--- src/rtl/fir_pkg.sv ---
// Shared definitions for FIR output stages: default sample widths and the
// round-half-up / saturate helper used when narrowing a filter result.
package fir_pkg;

    localparam int FIR_IN_W  = 16;
    localparam int FIR_OUT_W = 8;

    // Working width of the helper; callers zero-extend their samples into it.
    localparam int RSS_W  = 32;
    localparam int RSS_XW = RSS_W + 1;

    typedef struct packed {
        logic             sat;
        logic [RSS_W-1:0] value;
    } rss_t;

    // One extra guard bit above the sample keeps the half-LSB add from wrapping.
    function automatic rss_t round_shift_sat(
        input logic [RSS_W-1:0] x,
        input int               shift,
        input int               out_w
    );
        logic [RSS_XW-1:0] s;
        logic [RSS_XW-1:0] max_val;
        rss_t              r;
        s       = ({1'b0, x} + (RSS_XW'(1) << (shift - 1))) >> shift;
        max_val = (RSS_XW'(1) << out_w) - RSS_XW'(1);
        if (s > max_val) begin
            r.sat   = 1'b1;
            r.value = max_val[RSS_W-1:0];
        end else begin
            r.sat   = 1'b0;
            r.value = s[RSS_W-1:0];
        end
        return r;
    endfunction

endpackage

--- src/rtl/fir_out_decimator_if.sv ---
// Valid/ready sample stream leaving the decimator; the producer side owns
// data and valid, the consumer side owns ready.
interface fir_out_decimator_if
    import fir_pkg::*;
#(
    parameter int OUT_W = FIR_OUT_W
);

    logic [OUT_W-1:0] out_data;
    logic             out_valid;
    logic             out_ready;

    modport master (
        output out_data,
        output out_valid,
        input  out_ready
    );

    modport slave (
        input  out_data,
        input  out_valid,
        output out_ready
    );

endinterface

--- src/rtl/sync_fifo.sv ---
// Small single-clock FIFO with registered head; pointers carry one extra
// wrap bit so full and empty are told apart without an occupancy counter.
module sync_fifo #(
    parameter int WIDTH = 8,
    parameter int DEPTH = 4
) (
    input  logic             clk,
    input  logic             reset,
    input  logic             clr,
    input  logic             push,
    input  logic             pop,
    input  logic [WIDTH-1:0] din,
    output logic             full,
    output logic             empty,
    output logic [WIDTH-1:0] head
);

    localparam int AW = $clog2(DEPTH);
    localparam int PW = AW + 1;

    logic [PW-1:0]    wr_ptr;
    logic [PW-1:0]    rd_ptr;
    logic [WIDTH-1:0] mem [DEPTH];
    logic             do_push;
    logic             do_pop;

    assign empty   = (wr_ptr == rd_ptr);
    assign full    = (wr_ptr[AW] != rd_ptr[AW]) && (wr_ptr[AW-1:0] == rd_ptr[AW-1:0]);
    assign do_pop  = pop && !empty;
    assign do_push = push && (!full || do_pop);
    assign head    = mem[rd_ptr[AW-1:0]];

    // Flush only rewinds the pointers; stale memory is never presented as valid.
    always_ff @(posedge clk or negedge reset) begin
        if (!reset) begin
            wr_ptr <= '0;
            rd_ptr <= '0;
            for (int i = 0; i < DEPTH; i++) begin
                mem[i] <= '0;
            end
        end else if (clr) begin
            wr_ptr <= '0;
            rd_ptr <= '0;
        end else begin
            if (do_push) begin
                mem[wr_ptr[AW-1:0]] <= din;
                wr_ptr              <= wr_ptr + PW'(1);
            end
            if (do_pop) begin
                rd_ptr <= rd_ptr + PW'(1);
            end
        end
    end

endmodule

--- src/rtl/fir_out_decimator.sv ---
// Output stage behind simple_fir: keeps one of every DECIM samples, rounds and
// saturates it to OUT_W bits, and queues it on a valid/ready stream.
module fir_out_decimator
    import fir_pkg::*;
#(
    parameter int IN_W  = FIR_IN_W,
    parameter int OUT_W = FIR_OUT_W,
    parameter int DECIM = 4,
    parameter int SHIFT = 4,
    parameter int DEPTH = 4
) (
    input  logic                 clk,
    input  logic                 reset,
    input  logic                 clr,
    input  logic                 in_en,
    input  logic [IN_W-1:0]      y_in,
    fir_out_decimator_if.master  out_bus,
    output logic                 sat_sticky,
    output logic [7:0]           drop_cnt
);

    localparam int              PH_W    = (DECIM > 1) ? $clog2(DECIM) : 1;
    localparam logic [PH_W-1:0] PH_LAST = PH_W'(DECIM - 1);

    logic [PH_W-1:0]  phase;
    logic             keep;
    logic             push;
    logic             pop;
    logic             drop;
    logic             fifo_full;
    logic             fifo_empty;
    rss_t             scaled;
    logic [OUT_W-1:0] push_val;
    logic             unused_scaled_hi;

    assign keep     = in_en && (phase == PH_LAST);
    assign scaled   = round_shift_sat(RSS_W'(y_in), SHIFT, OUT_W);
    assign push_val = scaled.value[OUT_W-1:0];

    // Upper bits are already folded into the saturation decision.
    assign unused_scaled_hi = ^scaled.value[RSS_W-1:OUT_W];

    // A full FIFO still accepts a sample when the consumer frees a slot this cycle.
    assign pop  = out_bus.out_valid && out_bus.out_ready;
    assign push = keep && (!fifo_full || pop);
    assign drop = keep && fifo_full && !pop;

    assign out_bus.out_valid = !fifo_empty;

    sync_fifo #(
        .WIDTH (OUT_W),
        .DEPTH (DEPTH)
    ) u_fifo (
        .clk   (clk),
        .reset (reset),
        .clr   (clr),
        .push  (push),
        .pop   (pop),
        .din   (push_val),
        .full  (fifo_full),
        .empty (fifo_empty),
        .head  (out_bus.out_data)
    );

    always_ff @(posedge clk or negedge reset) begin
        if (!reset) begin
            phase      <= '0;
            sat_sticky <= 1'b0;
            drop_cnt   <= '0;
        end else if (clr) begin
            phase      <= '0;
            sat_sticky <= 1'b0;
            drop_cnt   <= '0;
        end else begin
            if (in_en) begin
                phase <= keep ? '0 : phase + PH_W'(1);
            end
            if (push && scaled.sat) begin
                sat_sticky <= 1'b1;
            end
            if (drop && (drop_cnt != 8'hFF)) begin
                drop_cnt <= drop_cnt + 8'd1;
            end
        end
    end

endmodule

--- src/flat_wrapper.sv ---
// flat-port wrapper written by rule: the top's interface ports become plain ports
module fir_out_decimator_flat import fir_pkg::*;
#(
    parameter int IN_W  = FIR_IN_W,
    parameter int OUT_W = FIR_OUT_W,
    parameter int DECIM = 4,
    parameter int SHIFT = 4,
    parameter int DEPTH = 4
)
  (clk, reset, clr, in_en, y_in, sat_sticky, drop_cnt, out_bus_out_data, out_bus_out_valid, out_bus_out_ready);
  fir_out_decimator_if #(.OUT_W(OUT_W)) out_bus_i ();
  input  logic clk;
  input  logic reset;
  input  logic clr;
  input  logic in_en;
  input  logic [IN_W-1:0] y_in;
  output logic sat_sticky;
  output logic [7:0] drop_cnt;
  output wire logic [$bits(out_bus_i.out_data)-1:0] out_bus_out_data;
  output wire logic [$bits(out_bus_i.out_valid)-1:0] out_bus_out_valid;
  input wire logic [$bits(out_bus_i.out_ready)-1:0] out_bus_out_ready;
  assign out_bus_out_data = out_bus_i.out_data;
  assign out_bus_out_valid = out_bus_i.out_valid;
  assign out_bus_i.out_ready = out_bus_out_ready;
  fir_out_decimator #(.IN_W(IN_W), .OUT_W(OUT_W), .DECIM(DECIM), .SHIFT(SHIFT), .DEPTH(DEPTH)) u_core (.clk(clk), .reset(reset), .clr(clr), .in_en(in_en), .y_in(y_in), .out_bus(out_bus_i), .sat_sticky(sat_sticky), .drop_cnt(drop_cnt));
endmodule
--- config.mk ---
export PLATFORM = sky130hd
export DESIGN_NAME = fir_out_decimator_flat
export DESIGN_NICKNAME = d
export VERILOG_FILES = /design/src/rtl/fir_pkg.sv /design/src/rtl/fir_out_decimator_if.sv /design/src/rtl/sync_fifo.sv /design/src/rtl/fir_out_decimator.sv /design/src/flat_wrapper.sv
export SDC_FILE = /design/constraint.sdc
export NUM_CORES = 1
export LEC_CHECK = 0
export CAP_MARGIN = 15
export CORE_ASPECT_RATIO = 0.8
export CORE_MARGIN = 4
export CORE_UTILIZATION = 58
export CTS_CLUSTER_DIAMETER = 100
export DETAILED_ROUTE_END_ITERATION = 6
export HOLD_SLACK_MARGIN = 0.06
export PLACE_DENSITY = 0.82
export REMOVE_ABC_BUFFERS = 1
export SYNTH_ARGS = -nofsm -noshare
export SYNTH_HDL_FRONTEND = slang
export SYNTH_SLANG_ARGS = --single-unit
--- constraint.sdc ---
create_clock -name clk -period 5.6 [get_ports clk]
set_input_delay 1.68 -clock clk [delete_from_list [all_inputs] [get_ports clk]]
set_output_delay 1.68 -clock clk [all_outputs]
set_load 0.03 [all_outputs]
# After elaboration in Yosys (flattened, before gate mapping)
# Cells that the tools add are included.
classes:
  shift: 0
  mux: 18
  n_mul: 0
  bitwise: 3
  order_cmp: 4
  addsub: 5
  reduce_logical: 22
  eq_ne: 5
  n_div: 0
ops:
  columns: ["cell", "count"]
  rows:
  - ["8-bit 2-to-1 mux", 5]
  - ["33-bit 2-to-1 mux", 1]
  - ["32-bit bitwise mux", 1]
  - ["29-bit by 8-bit > comparator with 1-bit output, second input constant", 1]
  - ["16-bit by 4-bit adder with 17-bit output, second input constant", 1]
  - ["8-bit binary-select mux with 2-bit select", 1]
  - ["8-bit demux with 2-bit select", 1]
  - ["3-bit 2-to-1 mux", 4]
  - ["1-bit logical AND", 11]
  - ["2-bit nonzero test", 5]
  - ["8-bit by 1-bit adder with 8-bit output, second input constant", 1]
  - ["8-bit inequality test, second input constant", 1]
  - ["3-bit by 1-bit adder with 3-bit output, second input constant", 2]
  - ["3-bit >= comparator, second input constant", 2]
  - ["2-bit 2-to-1 mux", 3]
  - ["2-bit inverter with 3-bit output", 2]
  - ["3-bit == test", 1]
  - ["1-bit logical NOT", 3]
  - ["3-bit by 1-bit less-than comparator with 1-bit output, second input constant", 1]
  - ["2-bit by 1-bit adder with 2-bit output, second input constant", 1]
  - ["2-bit == test", 1]
  - ["2-bit == test, second input constant", 1]
  - ["1-bit logical OR", 2]
  - ["1-bit 2-to-1 mux", 2]
  - ["3 further kinds", 3]
totals:
  out_inout_bits: 18
  mem_bits_rw: 0
  regBits: 49
  n_memories: 0
  romBits: 0
  latchBits: 0

# Depth between registers and ports, before layout
logic_depth:
  depth_word: 8
  ltp_mapped: 8

# Modules after synthesis
# From an unflattened synthesis, not the netlist that was laid out.
hier_totals:
  hier_cells: 227
  area_unflattened_um2: 2790.2
by_module_without_submodules:
  columns: ["module", "area_each_um2", "cells_each", "n_inst"]
  rows:
  - ["sync_fifo", 1966.9, 131, 1]
  - ["fir_out_decimator", 823.3, 96, 1]

# Least setup slack after synthesis
# OpenSTA, ideal clock, no wires.
synth_path:
  path_type: "input to register"
  startpoint: "in y_in[3]"
  endpoint: "reg u_core.u_fifo.mem[24] (netlist name)"
  t_arrival_ns: 2.918
  t_required_ns: 5.518
  slack_ns: 2.600
  stages: 7
  cell_sequence: "ha_1 -> nand3_1 -> xor2_1 -> and4b_1 -> o22a_1 -> buf_2 -> a31oi_1"
synth_via:
  elab_chain_cells: 4
synth_lines:
  columns: ["element", "line_no", "source"]
  rows:
  - ["from (decl)", "flat_wrapper.sv:16", "input logic [IN_W-1:0] y_in;"]
  - ["16-bit by 4-bit adder with 17-bit output *", "fir_pkg.sv:26", "s = ({1'b0, x} + (RSS_XW'(1) << (shift - 1))) >> shift;"]
  - ["29-bit by 8-bit > comparator with 1-bit output", "fir_pkg.sv:28", "if (s > max_val) begin"]
  - ["33-bit 2-to-1 mux *", "fir_pkg.sv:28", null]
  - ["32-bit bitwise mux *", "sync_fifo.sv:46", "mem[wr_ptr[AW-1:0]] <= din;"]
  - ["to (signal, indexed assignment)", "sync_fifo.sv:46", null]
  - ["to (decl)", "sync_fifo.sv:23", "logic [WIDTH-1:0] mem [DEPTH];"]
# Mark *: on every way between the ends. The rest lies on a longest branch, timed or not.
# A chain may end at the register's enable or synchronous reset.

# Final worst setup path
layout_path:
  startpoint: "reg u_core.u_fifo.rd_ptr[0]"
  endpoint: "out out_bus_out_data[0]"
layout_via:
  elab_chain_cells: 4
layout_lines:
  columns: ["element", "line_no", "source"]
  rows:
  - ["from (decl)", "sync_fifo.sv:22", "logic [PW-1:0] rd_ptr;"]
  - ["from (signal assigned)", "sync_fifo.sv:50", "rd_ptr <= rd_ptr + PW'(1);"]
  - ["2-bit inverter with 3-bit output (not written as such)", "sync_fifo.sv:31", "assign head = mem[rd_ptr[AW-1:0]];"]
  - ["8-bit binary-select mux with 2-bit select", "sync_fifo.sv:31", null]
  - ["8-bit 2-to-1 mux (not written as such) (2 in series)", "sync_fifo.sv:31", null]
  - ["to (decl)", "flat_wrapper.sv:19", "output wire logic [$bits(out_bus_i.out_data)-1:0] out_bus_out_data;"]
# No other way between the ends. The select of a mux whose other input is x is not followed.

==> metrics.txt <==
RSZ-0062 raised after global routing false; Hold Path Class flop to flop; hpwl dp 3640 um; P&R area growth vs syn 17.3%; status complete, no violations; Leak Pwr ~1.3 nW; initial antenna violation count 0; Ys Warns 0; # fillers a little under 300; clk sinks between 40 and 50; crit path max fanout 11; Placed Instances ~320; share of cells above drive strength 1 0.0672; Final Setup Violations 0; most used flip-flop cell after synthesis dfrtp_1; Final nets a little under 300; top post-synthesis cells by area dfrtp_1 47%, a31oi_1 8.1%, mux4_1 8.0%; area of the multi-input gates 1270 um2; Die ar. between 5000 and 6000 um2; largest net degree at the start of global routing 50; Gates resized, CTS repair 0; register area around 1200 um2; most frequent cell after synthesis dfrtp_1; Tmin final between 3 and 4 ns; Synth area leader dfrtp_1; FF-to-FF path depth 4; CTS H-tree depth 2; Total GRT Usage 0.191; critical path type flop to output port; setup TNS 0 ns; CP arrival 2.29 ns; pre-CTS setup slack between 1 and 1.5 ns; die height between 60 and 70 um; final wirelength around 5200 um; slack of the critical path around 1.6 ns; VDD IR-drop max between 0.15 and 0.2 mV; post-CTS setup buffer count 0; pwr dens ~260 nW/um2; Fmax ~250 MHz; MaxCap Viol Count 0; vias in the first global route approximately 1800; Hold Fails Final Rpt 0; clock root cell clkbuf_8; hold-critical path depth 2; CP Data Required Time between 3 and 4 ns; CTS Buf Count 5; top cells by count, synth 49 x dfrtp_1, 47 x nor2_1, 34 x a31oi_1, 11 x xnor2_1; final antenna-violating net count 0; flops & latches, synth slightly below 50; Core Region 4280 um2; routed via count 1901; hold buffer count at cts 0; fin area 3080 um2; Seq/Total Area, Yosys 0.467; CTS tree yes; post-synthesis cell type count 38; port bufs 35; WL/cell 15.9 um; drt via density 5.85; I/O Pins 39; Slew Limit Fails 0; grt total ovfl 0; Mapped Area 2630 um2; number of flops mapped to enable cells by yosys 0; Remaining DRCs 0; Final period util 0.709; Slew @ Worst Pin roughly 1.1 ns; Non-Filler Instances approximately 330; Final Util 0.719; Initial Utilization 0.613; Placement Rows 21; width of the chip ~83 um; ys async rst share 1.00; ANT cells 0; DR pass1 iterations 4; cells after synthesis between 200 and 250; crit start category flop; initial drt markers ~130; syn avg cell area between 10 and 15 um2; global-route wire length before repair ~8400 um; clock slew at reported path FFs roughly 0.08 ns; Clock Path Buffers 2; clk_skew 0.00562 ns; critical path endpoint category output port; Cell Area, Placed around 3000 um2; GPL Wtd Cong about 0.80; clock latency at the later pin of the worst-skew pair roughly 0.30 ns; post-synth top area share 0.467; worst rel slew slack 0.267
routing by layer:
layer / up-vias / GRT usage / part of all wire
li1: 928 / - / -
met1: 918 / 0.244 / 0.44
met2: 48 / 0.318 / 0.50
met3: 7 / 0.0457 / 0.049
met4: 0 / 0.0796 / 0.016
met5: - / 0 / 0
per-stage QoR:
stage          hold WS, ns  power (mW)
5_1_grt              0.526       0.851
3_3_place_gp         0.478       0.558
2_1_floorplan        0.490       0.488
6_report             0.502       0.812
3_5_place_dp         0.484       0.562
4_1_cts              0.509       0.819
cell families (layout without fill, tap and decap cells):
| logic type | Yosys count | in the layout | synth area share |
|---|---|---|---|
| AO/OA/AOI/OAI | 40 | 40 | 0.0967 |
| XOR/XNOR | 20 | 20 | 0.0696 |
| adder cells (fa/ha/maj) | 8 | 8 | 0.0381 |
| buffers and inverters | 19 | 50 | 0.0476 |
| flip-flops | 49 | 49 | 0.467 |
| multiplexers | 12 | 12 | 0.0958 |
| AND/OR/NAND/NOR | 89 | 89 | 0.185 |
worst max-delay path: stages, from the launching register on:
cell and delay, ns:
dfrtp_1 0.73, mux4_1 0.65, clkdlybuf4s50_1 0.61
where the power goes:
| part | leakage (nW) | total [mW] | switching (mW) | internal (mW) |
|---|---|---|---|---|
| Clock | 0.0585 | 0.256 | 0.110 | 0.146 |
| Sequential | 0.674 | 0.386 | 0.0114 | 0.375 |
| Combinational | 0.614 | 0.170 | 0.0900 | 0.0796 |
registers in the layout, summed over array words and instances, names as in the netlist:
name	flops
u_core.drop_cnt	8
u_core.u_fifo.mem	32
u_core.phase	2
u_core.u_fifo.wr_ptr	3
u_core.u_fifo.rd_ptr	3
u_core.sat_sticky	1
worst paths after layout:
path	from	end	slack, ns
max	u_core.u_fifo.rd_ptr[0]$_DFFE_PN0P_	out_bus_out_data[0]	1.63
min	u_core.sat_sticky$_DFFE_PN0P_	u_core.sat_sticky$_DFFE_PN0P_	0.50
max reg2reg	u_core.u_fifo.rd_ptr[0]$_DFFE_PN0P_	u_core.u_fifo.mem[17]$_DFFE_PN0P_	3.22
min reg2reg	u_core.sat_sticky$_DFFE_PN0P_	u_core.sat_sticky$_DFFE_PN0P_	0.50
max in group asynchronous	reset	u_core.u_fifo.mem[31]$_DFFE_PN0P_	3.94
min in group asynchronous	reset	u_core.u_fifo.wr_ptr[0]$_DFFE_PN0P_	1.20
cells in the final DEF, fill, tap and decap left out, types with 4 or more instances in the layout:
| cell | synthesis | final |
|---|---|---|
| xor2_1 | 8 | 8 |
| nand4_1 | 4 | 4 |
| clkbuf_8 | 0 | 6 |
| nand3_1 | 7 | 7 |
| nand2_1 | 5 | 5 |
| dfrtp_1 | 49 | 49 |
| nor4_1 | 5 | 5 |
| mux4_1 | 8 | 8 |
| ha_1 | 8 | 8 |
| and4_1 | 4 | 4 |
| xnor2_1 | 11 | 11 |
| a31oi_1 | 34 | 34 |
| clkdlybuf4s50_1 | 0 | 34 |
| inv_1 | 5 | 5 |
| nor2_1 | 47 | 47 |
cell type report:
type	instances	share of cell area
flip-flops and latches	49	0.398
multi-input cells	169	0.414
clock buffers	7	0.0280
well taps	57	0.0232
repair buffers	37	0.121
inverters	5	0.00609
clock inverters	1	0.00975
No activity file was read; power rests on OpenSTA's default activity.
